**src/rtl/dmem_port_arbiter.sv**
```systemverilog
// Data-memory port arbiter: one memory port shared between speculative loads
// from Execute and committed stores drained from an in-order store FIFO.
// Issues at most one access per cycle and returns load data one cycle later,
// tagged with the ROB entry of the load.
module dmem_port_arbiter #(
    parameter int DATA       = 32,
    parameter int ADDR       = 8,
    parameter int SB_DEPTH   = 4,
    parameter int STARVE_MAX = 3
) (
    input  logic                        clk,
    input  logic                        rst,
    input  logic                        ld_req,
    input  logic [ADDR-1:0]             ld_addr,
    input  logic [2:0]                  ld_load,
    input  logic [6:0]                  ld_tag,
    output logic                        ld_gnt,
    input  logic                        st_req,
    input  logic [ADDR-1:0]             st_addr,
    input  logic [DATA-1:0]             st_data,
    input  logic [1:0]                  st_store,
    output logic                        st_acc,
    input  logic                        drain_all,
    output logic                        mem_we,
    output logic [ADDR-1:0]             mem_addr,
    output logic [DATA-1:0]             mem_wd,
    output logic [1:0]                  mem_store,
    output logic [2:0]                  mem_load,
    input  logic [DATA-1:0]             mem_rd,
    output logic                        ld_valid,
    output logic [DATA-1:0]             ld_data,
    output logic [6:0]                  ld_tag_out,
    output logic [$clog2(SB_DEPTH):0]   sb_count,
    output logic                        sb_empty
);

    localparam int PW = $clog2(SB_DEPTH);
    localparam int CW = PW + 1;
    localparam int SW = (STARVE_MAX < 1) ? 1 : $clog2(STARVE_MAX + 1);
    localparam logic [CW-1:0] DEPTH_C = CW'(SB_DEPTH);
    localparam logic [SW-1:0] SMAX_C  = SW'(STARVE_MAX);

    // Store FIFO storage (data only, never reset: validity comes from the pointers)
    logic [ADDR-1:0] sb_addr_q [SB_DEPTH];
    logic [DATA-1:0] sb_data_q [SB_DEPTH];
    logic [1:0]      sb_size_q [SB_DEPTH];

    // Control state
    logic [PW-1:0] rd_ptr_q, rd_ptr_d;
    logic [PW-1:0] wr_ptr_q, wr_ptr_d;
    logic [CW-1:0] count_q, count_d;
    logic [SW-1:0] starve_q, starve_d;
    logic          ld_valid_q;
    logic [6:0]    ld_tag_q;

    // Decision signals
    logic          fifo_empty;
    logic          fifo_full;
    logic          raw_hit;
    logic          issue_ld;
    logic          issue_st;
    logic [PW-1:0] slot_off;

    // RAW detection: a live FIFO entry in the same 32-bit word as the load
    always_comb begin
        raw_hit  = 1'b0;
        slot_off = '0;
        for (int i = 0; i < SB_DEPTH; i++) begin
            slot_off = PW'(i) - rd_ptr_q;
            if (({1'b0, slot_off} < count_q) &&
                (sb_addr_q[i][ADDR-1:2] == ld_addr[ADDR-1:2])) begin
                raw_hit = 1'b1;
            end
        end
    end

    // Issue decision: a non-empty FIFO drains whenever the load cannot go
    always_comb begin
        fifo_empty = (count_q == '0);
        fifo_full  = (count_q == DEPTH_C);
        issue_ld   = 1'b0;
        issue_st   = 1'b0;
        if (fifo_empty) begin
            issue_ld = ld_req;
        end else begin
            issue_ld = ld_req & ~drain_all & ~raw_hit & ~fifo_full & (starve_q != SMAX_C);
            issue_st = ~issue_ld;
        end
    end

    // Memory port and handshake outputs; an idle port drives all zeros
    always_comb begin
        mem_we    = issue_st;
        mem_addr  = '0;
        mem_wd    = '0;
        mem_store = '0;
        mem_load  = '0;
        if (issue_st) begin
            mem_addr  = sb_addr_q[rd_ptr_q];
            mem_wd    = sb_data_q[rd_ptr_q];
            mem_store = sb_size_q[rd_ptr_q];
        end else if (issue_ld) begin
            mem_addr  = ld_addr;
            mem_load  = ld_load;
        end
        ld_gnt = issue_ld;
        // A full FIFO always drains, so the freed slot can be reused the same cycle
        st_acc = st_req & ((count_q < DEPTH_C) | issue_st);
    end

    // Next-state for pointers, occupancy and starvation counter
    always_comb begin
        wr_ptr_d = wr_ptr_q + PW'(st_acc);
        rd_ptr_d = rd_ptr_q + PW'(issue_st);
        count_d  = count_q + CW'(st_acc) - CW'(issue_st);
        if (fifo_empty || issue_st) begin
            starve_d = '0;
        end else if (issue_ld && (starve_q != SMAX_C)) begin
            starve_d = starve_q + SW'(1);
        end else begin
            starve_d = starve_q;
        end
    end

    // Control registers with asynchronous reset
    always_ff @(posedge clk or posedge rst) begin
        if (rst) begin
            rd_ptr_q   <= '0;
            wr_ptr_q   <= '0;
            count_q    <= '0;
            starve_q   <= '0;
            ld_valid_q <= 1'b0;
            ld_tag_q   <= '0;
        end else begin
            rd_ptr_q   <= rd_ptr_d;
            wr_ptr_q   <= wr_ptr_d;
            count_q    <= count_d;
            starve_q   <= starve_d;
            ld_valid_q <= issue_ld;
            if (issue_ld) begin
                ld_tag_q <= ld_tag;
            end
        end
    end

    // FIFO write port: accepted stores land at the tail
    always_ff @(posedge clk) begin
        if (st_acc) begin
            sb_addr_q[wr_ptr_q] <= st_addr;
            sb_data_q[wr_ptr_q] <= st_data;
            sb_size_q[wr_ptr_q] <= st_store;
        end
    end

    // Load return: memory read data arrives the cycle after issue and is passed through
    assign ld_valid   = ld_valid_q;
    assign ld_data    = ld_valid_q ? mem_rd : '0;
    assign ld_tag_out = ld_tag_q;
    assign sb_count   = count_q;
    assign sb_empty   = fifo_empty;

endmodule
```
**config.mk**
```make
export PLATFORM = sky130hd
export DESIGN_NAME = dmem_port_arbiter
export DESIGN_NICKNAME = d
export VERILOG_FILES = /design/src/rtl/dmem_port_arbiter.sv
export SDC_FILE = /design/constraint.sdc
export NUM_CORES = 1
export LEC_CHECK = 0
export BUFFER_PORTS_ARGS = -buffer_cell sky130_fd_sc_hd__buf_2
export CORE_ASPECT_RATIO = 0.6
export CORE_MARGIN = 2
export CORE_UTILIZATION = 54
export CTS_CLUSTER_SIZE = 30
export DETAILED_ROUTE_END_ITERATION = 8
export GPL_ROUTABILITY_DRIVEN = 0
export PLACE_DENSITY_LB_ADDON = 0.12
export SLEW_MARGIN = 40
export SYNTH_ARGS = -nofsm -noshare
export SYNTH_HDL_FRONTEND = slang
export SYNTH_SLANG_ARGS = --single-unit
```
**constraint.sdc**
```tcl
create_clock -name clk -period 7.27 [get_ports clk]
set_clock_uncertainty 0.05 [all_clocks]
set_input_delay 2.181 -clock clk [delete_from_list [all_inputs] [get_ports clk]]
set_output_delay 2.181 -clock clk [all_outputs]
set_load 0.1 [all_outputs]
```
==> summary.md <==
| Metric | Value |
|---|---|
| Worst-Skew Late Latency | 0.42 ns |
| NumNets Final | 731 |
| Largest net degree at the start of global routing | 46 |
| Reg area | 5475 sq um |
| Yosys cell types | 37 |
| Ranking of synthesized cells by area | edfxtp_1 (63%), mux4_2 (12%), dfrtp_1 (5.3%) |
| Critical Path AT | 4.52 ns |
| R2R Path Start | rd_ptr_q[1] |
| Least-Margin Pin Slew | 0.7233 ns |
| Hold depth | 1 |
| Commonest non-fill, non-tap cells in the layout | buf_2 (188), edfxtp_1 (168), mux4_2 (42) |
| Commonest non-fill, non-tap cell in the layout | buf_2 |
| Die area | 15770 sq um |
| Layout cells sized above 1 | 47.57% |
| Clk slew on worst S/H paths | 0.06 ns |
| Slew headroom | 51.78% |
| Top-area cell type share of the netlist area | 63.32% |
| Final HPWL DP | 11.43 mm |
| Placed Cells | 802 |
| Ports | 189 |
| Initial antenna violation count | 3 |
| Syn Nets | 538 |
| CTS tree | done |
| Total Routing Usage GR | 21.92% |
| Crit share post-route | 92.86% |
| Area of the multi-input gates | 2328 sq um |
| Global-route wire length before repair | 25.48 mm |
| Yosys top cell by area | edfxtp_1 |
| Final Setup Violations | 0 |
| Critical path class | primary input to primary output |
| Crit end category | primary output |
| Gr ovfl total | 0 |
| Final Util | 67.73% |
| Root Buffer | clkbuf_16 |
| Number of global-route vias before repair | 4540 |
| Initial core utilization | 55.09% |
| Setup bufs post-CTS | 0 |
| Hold endpoint | starve_q[0] |
| Critical path startpoint category | primary input |
| DP Worst Slack | 0.3668 ns |
| Vias per cell | 5.372 |
| Min-delay src | starve_q[0] |
| Iter 0 DRT Violations | 288 |
| Reg-to-reg slack, setup | 3.21 ns |
| # port buffers | 188 |
| Cell count after synthesis | 431 |
| Die extent in x | 160.8 um |
| Mapped cell area | 7968 sq um |
| Initial DRT Pass Iterations | 4 |
| Gates resized, CTS repair | 0 |
| Routed WL | 16.80 mm |
| Fin. max-slew vios | 0 |
| FMAX | 148.1 MHz |
| Core footprint | 14460 sq um |
| DR DRC count | 0 |
| Slack of the critical path | 0.5193 ns |
| FF-to-FF End | sb_count[2] |
| Seq cells post-synth | 185 |
| RSZ-0062 raised after global routing | false |
| Synth warn | 0 |
| Worst R2R Path Depth | 14 |
| Final Hold Viols | 0 |
| Detail Route Antenna Nets | 0 |
| Crit Path Max Fanout | 19 |
| Worst endpoint required time | 5.04 ns |
| Outcome | finished clean |
| HP Class | flip-flop to flip-flop |
| Final TNS setup | 0 ns |
| CTS Hold Bufs | 0 |
| P&R area growth vs syn | 22.96% |
| WL per Instance | 20.05 um |
| # rows | 34 |
| Deepest clock path buffer count | 2 |
| Post-synthesis sequential area ratio | 68.66% |
| Clk sink count | 185 |
| Mapped Avg Cell Area | 18.49 sq um |
| Layout Cells excl Fill | 838 |
| Min cycle time layout | 6.751 ns |
| Max-cap violations | 0 |
| Total vias in the final route | 4502 |
| H-tree depth | 4 |
| Die Ht | 98.09 um |
| # fillers | 992 |
| Num CTS Buffers | 17 |
==> critical path, stage by stage <==
cell and delay [ns]:
buf_2 0.15, xor2_1 0.14, a2111oi_0 0.47, nand3_1 0.22, o31ai_1 0.20, o21ai_4 0.24
buf_4 0.29, nor2b_1 0.16, buf_2 0.44
==> final cells by class <==
class,instances,share of cell area (%)
flip-flops and latches,185,55.89
repair buffers,199,10.73
clock buffers,17,4.342
multi-input cells,201,23.77
diodes,3,0.07663
inverters,20,0.7663
clock inverters,15,1.903
well taps,198,2.529
==> worst max-delay path by stage <==
stage / from / endpoint / slack, ns / cells past startpoint
floorplan: ld_addr[3] / st_acc / 0.15 / 7
global placement: ld_addr[7] / mem_addr[4] / 0.49 / 9
detailed placement: ld_addr[7] / mem_wd[26] / 0.37 / 9
CTS: ld_addr[7] / mem_wd[26] / 0.35 / 9
global route: ld_addr[7] / st_acc / 0.31 / 8
finish: ld_addr[7] / mem_wd[26] / 0.52 / 9
==> Yosys cell counts, drive strengths merged <==
| library cell | n |
|---|---|
| edfxtp | 168 |
| mux4 | 42 |
| and2 | 35 |
| nor2b | 35 |
| inv | 20 |
| xor2 | 19 |
| dfrtp | 17 |
| buf | 14 |
| clkbuf | 11 |
| xnor2 | 10 |
| ha | 9 |
| nand3 | 8 |
| o2bb2ai | 8 |
| mux2 | 7 |
| a21oi | 5 |
| a2111oi | 4 |
| nand2 | 3 |
| nor3 | 3 |
| nor2 | 2 |
| a2111o | 1 |
| a211oi | 1 |
| a311o | 1 |
| and3 | 1 |
| fa | 1 |
| nand2b | 1 |
| nand3b | 1 |
| o21ai | 1 |
| o22ai | 1 |
| o311ai | 1 |
| o31ai | 1 |
==> flip-flops by register name, indices dropped and copies added, names as in the netlist <==
register,cells
sb_data_q,128
wr_ptr_q,2
ld_valid,1
sb_count,3
rd_ptr_q,2
starve_q,2
sb_addr_q,32
ld_tag_out,7
sb_size_q,8
==> layer usage <==
metal | part of all wire, % | GRT usage [%] | vias up
met5 | 0.083 | 0 | -
met3 | 7.6 | 5.862 | 17
met1 | 42 | 29.33 | 2259
met4 | 1.4 | 7.005 | 2
li1 | - | - | 2044
met2 | 49 | 35.81 | 180
==> cell families after synthesis <==
group | share of synthesized area (%)
compound gates | 3.565
xor+xnor | 3.188
fa+ha+maj | 1.665
buf+inv | 2.811
flops | 68.66
mux | 13.19
simple gates | 6.925
==> per-stage QoR <==
stage,area [sq um],hold slack (ns)
final,9797,0.4113
after global routing,9792,0.4415
after CTS,9774,0.4115
after detailed placement,9163,0.4032
after global placement,9148,0.3855
after floorplan,7968,0.3684
Power is left out: the tool's default activity adds up to more than one toggle a clock period on the data nets, which glitch-free logic cannot reach.
